File: src/rtl/cpu_types_pkg.sv
// rtl/cpu_types_pkg.sv - shared types for the memory arbiter
// FSM states, port owner encoding and timeout counter width.
package cpu_types_pkg;
   typedef enum logic [1:0] {IDLE, ACCESS, DONE} arb_state_t;
   typedef enum logic {OWN_I, OWN_D} arb_owner_t;
   localparam int ARB_TIMEOUT_W = 8;
   localparam int WORD_W = 32;
   typedef logic [WORD_W-1:0] word_t;
endpackage

File: src/rtl/mem_arb_timer.sv
// rtl/mem_arb_timer.sv - loadable timeout counter with terminal count
// tc flags the cycle on which count reaches limit-1; limit 0 never terminates.
module mem_arb_timer
   import cpu_types_pkg::*;
(
   input  logic                     clk,
   input  logic                     rst_n,
   input  logic                     clear,
   input  logic                     en,
   input  logic                     load,
   input  logic [ARB_TIMEOUT_W-1:0] load_val,
   input  logic [ARB_TIMEOUT_W-1:0] limit,
   output logic                     tc
);
   logic [ARB_TIMEOUT_W-1:0] count;

   always_ff @(posedge clk or negedge rst_n) begin
      if (!rst_n)     count <= '0;
      else if (clear) count <= '0;
      else if (load)  count <= load_val;
      else if (en)    count <= count + 1'b1;
   end

   assign tc = (limit != '0) && (count == limit - 1'b1);
endmodule

File: src/rtl/mem_arbiter.sv
// rtl/mem_arbiter.sv - single-RAM arbiter for instruction and data ports
// MEM_ARBITER_STATS_EN enables the completed-access counters.
module mem_arbiter
   import cpu_types_pkg::*;
#(
   parameter int unsigned TIMEOUT = 255,
   parameter int unsigned ADDR_W  = 32
) (
   input  logic              CLK,
   input  logic              nRST,
   input  logic              iREN,
   input  logic [ADDR_W-1:0] iaddr,
   output logic              ihit,
   output logic [ADDR_W-1:0] iload,
   input  logic              dREN,
   input  logic              dWEN,
   input  logic [ADDR_W-1:0] daddr,
   input  logic [ADDR_W-1:0] dstore,
   output logic              dhit,
   output logic [ADDR_W-1:0] dload,
   input  logic              halt,
   output logic              ramREN,
   output logic              ramWEN,
   output logic [ADDR_W-1:0] ramaddr,
   output logic [ADDR_W-1:0] ramstore,
   input  logic [ADDR_W-1:0] ramload,
   input  logic              ram_ready,
   output logic              err,
   output logic [31:0]       stat_iacc,
   output logic [31:0]       stat_dacc
);
   arb_state_t        state, state_next;
   arb_owner_t        owner, last_owner;
   logic              write_q, err_q;
   logic [ADDR_W-1:0] addr_q, store_q, data_q, iload_q, dload_q;
   logic              d_req, i_req, grant_d, in_access, in_done, tmr_tc, dload_upd;

   assign d_req     = dREN | dWEN;
   assign i_req     = iREN & ~halt;
   assign grant_d   = d_req & (~i_req | (last_owner != OWN_D));
   assign in_access = (state == ACCESS);
   assign in_done   = (state == DONE);

   mem_arb_timer u_timer (
      .clk      (CLK),
      .rst_n    (nRST),
      .clear    (state == IDLE),
      .en       (in_access),
      .load     (1'b0),
      .load_val ('0),
      .limit    (ARB_TIMEOUT_W'(TIMEOUT)),
      .tc       (tmr_tc)
   );

   always_ff @(posedge CLK or negedge nRST) begin
      if (!nRST) state <= IDLE;
      else       state <= state_next;
   end

   always_comb begin
      state_next = state;
      case (state)
         IDLE:    if (d_req | i_req)     state_next = ACCESS;
         ACCESS:  if (ram_ready | tmr_tc) state_next = DONE;
         DONE:    state_next = IDLE;
         default: state_next = IDLE;
      endcase
   end

   always_ff @(posedge CLK or negedge nRST) begin
      if (!nRST) begin
         owner      <= OWN_I;
         last_owner <= OWN_I;
         write_q    <= 1'b0;
         err_q      <= 1'b0;
         addr_q     <= '0;
         store_q    <= '0;
         data_q     <= '0;
         iload_q    <= '0;
         dload_q    <= '0;
      end else begin
         if (state == IDLE && (d_req | i_req)) begin
            owner   <= grant_d ? OWN_D : OWN_I;
            write_q <= grant_d & dWEN;
            addr_q  <= grant_d ? daddr : iaddr;
            store_q <= (grant_d & dWEN) ? dstore : '0;
            err_q   <= 1'b0;
         end
         // ready on the terminal cycle still counts as a good access
         if (in_access) begin
            if (ram_ready) begin
               data_q <= write_q ? '0 : ramload;
            end else if (tmr_tc) begin
               data_q <= '0;
               err_q  <= 1'b1;
            end
         end
         if (in_done) begin
            last_owner <= owner;
            if (ihit)      iload_q <= data_q;
            if (dload_upd) dload_q <= data_q;
         end
      end
   end

   assign ihit      = in_done & (owner == OWN_I) & iREN;
   assign dhit      = in_done & (owner == OWN_D) & d_req;
   assign dload_upd = dhit & (~write_q | err_q);
   assign iload     = ihit ? data_q : iload_q;
   assign dload     = dload_upd ? data_q : dload_q;
   assign err       = err_q & (ihit | dhit);
   assign ramREN    = in_access & ~write_q;
   assign ramWEN    = in_access & write_q;
   assign ramaddr   = addr_q;
   assign ramstore  = store_q;

`ifdef MEM_ARBITER_STATS_EN
   logic [31:0] iacc_q, dacc_q;

   always_ff @(posedge CLK or negedge nRST) begin
      if (!nRST) begin
         iacc_q <= '0;
         dacc_q <= '0;
      end else if (in_done) begin
         if (owner == OWN_I) iacc_q <= iacc_q + 32'd1;
         else                dacc_q <= dacc_q + 32'd1;
      end
   end

   assign stat_iacc = iacc_q;
   assign stat_dacc = dacc_q;
`else
   assign stat_iacc = '0;
   assign stat_dacc = '0;
`endif
endmodule

File: config.mk
export PLATFORM = sky130hd
export DESIGN_NAME = mem_arbiter
export DESIGN_NICKNAME = d
export VERILOG_FILES = /design/src/rtl/cpu_types_pkg.sv /design/src/rtl/mem_arb_timer.sv /design/src/rtl/mem_arbiter.sv
export SDC_FILE = /design/constraint.sdc
export NUM_CORES = 1
export LEC_CHECK = 0
export CORE_UTILIZATION = 30
export CTS_CLUSTER_SIZE = 10
export DETAILED_ROUTE_END_ITERATION = 16
export HOLD_SLACK_MARGIN = 0.03
export RECOVER_POWER = 50
export SYNTH_ARGS = -nofsm -noshare
export SYNTH_HDL_FRONTEND = slang
export SYNTH_HIERARCHICAL = 1
export SYNTH_SLANG_ARGS = --single-unit
File: constraint.sdc
create_clock -name CLK -period 5.1 [get_ports CLK]
set_input_delay 1.02 -clock CLK [delete_from_list [all_inputs] [get_ports CLK]]
set_output_delay 1.02 -clock CLK [all_outputs]
set_load 0.02 [all_outputs]
# Word-level counts from Yosys, hierarchy flattened
# Index checks and enable logic that the tools add are counted.
# op_classes
add_sub_neg	1
eq_ne	5
muxes	17
n_bitwise	22
reduce_logical	6
# op_table
op	n
$mux 32	7
$mux 8	2
$and 1x1->1	11
$add 8x1->8 const B	1
$eq 8x8->1 const B	1
$or 1x1->1	6
$mux 1	5
$not 1->1	5
$mux 2	2
$pmux 2 s2	1
$reduce_and 2->1	2
$reduce_bool 2->1	2
$eq 2x1->1 const B	1
$eq 2x2->1 const B	1
$logic_not 2->1	1
$ne 2x1->1 const B	1
$ne 2x2->1 const B	1
$logic_and 1x1->1	1
# word_totals
regBits	174
inputBits	135
elab_cells	62

# Longest topological paths before layout
# Gate-level depths: netlist of run 1.
# logic_depth
ltp_word	8
depth_mapped	10
ltp_nobuf	9

# Hierarchy
# The synthesis of run 1 kept the hierarchy.
# modules_own_cells
mod	n_inst	cells_per_inst	area_each_um2	seq_area_each_um2
mem_arbiter	1	712	8433.1	4154.0
mem_arb_timer	1	81	696.9	200.2

# Worst setup path before layout of run 1
# OpenSTA, ideal clock, no wires.
# synth_path
path_type	input port to output port
start	input port dWEN
end	output port dload[10]
t_arrival_ns	2.281
required_time_ns	4.080
setup_slack_ns	1.799
cell_stages	5
path_cell_list	buf_2 -> nor2_4 -> nor3_4 -> buf_6 -> mux2_1
# synth_via
elab_chain_cells	4
# synth_rtl
item	line	source
from (decl)	mem_arbiter.sv:16	input logic dWEN,
$or 1x1->1	mem_arbiter.sv:38	assign d_req = dREN | dWEN;
$and 1x1->1	mem_arbiter.sv:107	assign dhit = in_done & (owner == OWN_D) & d_req;
$and 1x1->1	mem_arbiter.sv:108	assign dload_upd = dhit & (~write_q | err_q);
$mux 32	n/a	
to (decl)	mem_arbiter.sv:20	output logic [ADDR_W-1:0] dload,
# No other way between the ends.

# Worst setup path in the final report of run 1
# layout_path
start	input port iREN
end	output port iload[22]
# layout_via
elab_chain_cells	2
# layout_rtl
item	line	source
from (decl)	mem_arbiter.sv:11	input logic iREN,
$and 1x1->1	mem_arbiter.sv:106	assign ihit = in_done & (owner == OWN_I) & iREN;
$mux 32	n/a	
to (decl)	mem_arbiter.sv:14	output logic [ADDR_W-1:0] iload,
# No other way between the ends.

==> flow_metrics.py, run 1 <==
metrics = {
    "power": {
        "ir_worst_vdd_v": 0.0002247,
        "power_leakage_nw": 5.463,
        "power.density_mw_per_mm2": 555.4,
    },
    "yosys": {
        "synth_cell_types": 48,
        "ys_warn_count": 6,
        "synth_adder_area_share_pct": 0.4111,
        "synth_seq_cells": 174,
        "synth_compound_area_share_pct": 16.97,
        "yosysSeqAreaShare_pct": 47.69,
        "synthesis.area_mm2": 0.009130,
        "synthSimpleGateAreaFrac_pct": 6.564,
        "synth-edff-count": 0,
        "synth_top_family_by_area": "compound AO/OA/AOI/OAI gates",
        "yosys_most_used_dff": "dfrtp_1",
        "synthMuxAreaShare_pct": 16.01,
        "synthArstFlopShare_pct": 100.0,
        "syn_inst": 793,
        "synth_xor_area_share_pct": 1.631,
        "syn_avg_cell_area_um2": 11.51,
    },
    "outcome": {
        "violations": "capacitance limit, slew limit",
        "status": "complete, but fails checks",
    },
    "drt": {
        "dr_total_vias": 6891,
        "detail_route.vias_per_cell": 4.688,
        "wl_um": 25400,
        "dr.pass1.iters": 4,
        "drt_iter0_markers": 343,
        "ant_nets": 0,
        "wire_per_inst_um": 17.28,
        "drc": 0,
    },
    "sta": {
        "hold_violations": 0,
        "clock.fmax_ghz": 0.2189,
        "slew_headroom_pct": -66.52,
        "setup_violations": 0,
        "period_share_pct": 89.58,
        "finalMaxSlewViolations": 138,
        "clock_skew_ns": 0.01674,
        "rsz0062_at_grt": "no",
        "setup_ws_ns": 0.5317,
        "period_minus_slack_ns": 4.568,
        "finalSetupTns_ns": 0,
        "worst_slew_pin_slew_ns": 2.498,
    },
    "grt": {
        "antenna_found_initial": 0,
        "globalRouteTotalUtil_pct": 16.02,
        "overflow": 0,
        "grt_pass1_vias": 6684,
        "grt_max_degree": 98,
        "grt_pass1_wl_um": 39020,
    },
    "min_path": {
        "holdCritPathClass": "reg2reg",
        "hold_depth": 1,
    },
    "floorplan": {
        "initial_core_util_pct": 30.64,
        "die_w_um": 176.5,
        "dieHeight_um": 176.5,
        "dieArea_mm2": 0.03113,
        "core_mm2": 0.02980,
        "io_pins": 332,
        "row_count": 63,
    },
    "critical_path": {
        "startpoint_type": "input port",
        "rr_worst_depth": 7,
        "critPathSlowestCell": "dlygate4sd3_1",
        "worst-endpoint-arrival_ns": 3.55,
        "crit_chain": "dlygate4sd3_1 > nor4b_1 > buf_12 > mux2_2 > clkdlybuf4s50_1",
        "crit_path_max_fanout": 66,
        "slowest_delay_ns": 0.59,
        "required_ns": 4.08,
        "critPathKind": "in2out",
        "cp-end-kind": "output port",
    },
    "layout": {
        "layout-drive-gt1-share_pct": 16.02,
        "area_growth_pct": 38.52,
        "most-common-layout-cells": "clkdlybuf4s50_1 (265), dfrtp_1 (174), mux2_2 (113), conb_1 (103), o21ai_0 (65)",
        "final_nets": 1206,
        "diodes": 0,
        "layout_commonest_cell": "clkdlybuf4s50_1",
    },
    "place": {
        "place_congestion": 0.7774,
        "io_buffers": 267,
        "dp_hpwl_um": 16850,
        "dp_slack_ns": 0.6421,
    },
    "clock_network": {
        "path_clk_slew_ns": 0.07,
        "postCtsSetupBuffers": 0,
        "htreeDepth": 4,
        "cts_hold_buf": 0,
        "cts-buffers-inserted": 17,
        "cts_buffer_depth": 2,
        "clkLatencyLatePin_ns": 0.42,
        "cts_resized": 0,
        "numClockSinks": 174,
        "root_buffer": "clkbuf_16",
        "cts_tree": "built",
    },
    "run": {
        "maxCapViolations": 2,
    },
}
==> path summary, 6_finish.rpt <==
kind                       slack, ns                      endpoint                   start
min in group asynchronous       1.35        dload_q[9]$_DFFE_PN0N_                    nRST
max                             0.53                     iload[22]                    iREN
max reg2reg                     1.85  u_timer/count[7]$_DFFE_PN0P_    state[1]$_DFFE_PN0P_
max in group asynchronous       2.26       dload_q[25]$_DFFE_PN0N_                    nRST
min                             0.50        dload_q[0]$_DFFE_PN0N_  dload_q[0]$_DFFE_PN0N_
min reg2reg                     0.50        dload_q[0]$_DFFE_PN0N_  dload_q[0]$_DFFE_PN0N_
==> state kept, by name (all words and copies together), names as in the netlist <==
register	count
ramstore	32
state	2
dload_q	32
write_q	1
ramaddr	32
u_timer/count	8
err_q	1
last_owner	1
iload_q	32
owner	1
data_q	32
==> cells by family (layout without fill, tap and decap cells) <==
kind of cell               after synthesis  after routing
AOI/OAI and AO/OA                      212            212
xor gates and xnor gates                17             17
adders and majority gates                3              3
buffers and inverters                  172            358
DFF                                    174            174
muxes                                  130            130
other                                    2            103
and+or+nand+nor                         83             83
==> cell type report <==
cell class / count / area (um^2)
repair buffers: 288 / 2884
clock buffers: 17 / 425.4
fillers: 2817 / 17150
well taps: 390 / 488.0
clock inverters: 14 / 176.4
flip-flops and latches: 174 / 4354
inverters: 39 / 146.4
multi-input cells: 548 / 4173
==> per-layer routing <==
metal / up-vias / track usage [%] / share of wire, %
li1: 3276 / - / -
met1: 3427 / 21.76 / 46
met2: 177 / 26.59 / 49
met3: 11 / 2.864 / 4.3
met4: 0 / 3.305 / 0.71
met5: - / 0 / 0
==> per-stage QoR <==
step / util [%] / power, mW / cell area, um^2 / hold slack, ns / std cells
after detailed placement: 40.53 / 5.743 / 12080 / 0.4898 / 1439
after floorplan: - / 4.290 / 9509 / 0.4732 / 894
final: 42.45 / 7.025 / 12650 / 0.5037 / 1470
after global routing: 42.45 / 7.432 / 12650 / 0.5154 / 1470
after global placement: 40.53 / 5.711 / 12080 / 0.4847 / 1439
after CTS: 42.55 / 7.124 / 12680 / 0.5066 / 1470
==> report_power, final <==
part	total, mW	switching (mW)	internal (mW)
clock network	1.34	0.638	0.704
logic	3.33	1.65	1.68
registers	2.35	0.398	1.96
==> synthesized netlist by cell type, types with 3 or more instances <==
cell	count	area (um^2)
nand2_1	6	22.52
buf_1	3	11.26
inv_1	37	138.9
and3_1	4	25.02
o21a_1	33	247.7
a221oi_1	32	280.3
a2bb2oi_1	32	280.3
mux2_1	15	168.9
buf_2	18	90.09
buf_6	6	67.56
mux2_2	113	1272
a22o_1	33	289.0
nand4b_1	32	280.3
nand4_1	5	31.28
xnor2_1	4	35.03
xor2_1	13	113.9
buf_4	69	518.0
nor2_1	16	60.06
a211oi_1	6	45.04
nand2b_1	3	18.77
a21oi_1	3	15.01
o21ai_0	65	325.3
ha_1	3	37.54
clkbuf_1	37	138.9
nor3_1	3	15.01
a21o_1	3	22.52
dfrtp_1	174	4354
==> worst max-delay path, delay by kind of cell <==
family	cells	cell delay (ns)
mux	1	0.39
buf+inv	3	1.51
simple gates	1	0.53
Power figures use the tool's default switching activity.
==> inputs of run 2 (changes only) <==
Settings changed: CTS_CLUSTER_DIAMETER set to 40.
==> results of run 2 <==
No change in the layout: final DEF, timing and power equal those of run 1.
==> inputs of run 3 (changes only) <==
Settings changed: CTS_CLUSTER_DIAMETER 40 to 150.
==> results of run 3 <==
No change in the layout: final DEF, timing and power equal those of run 1.
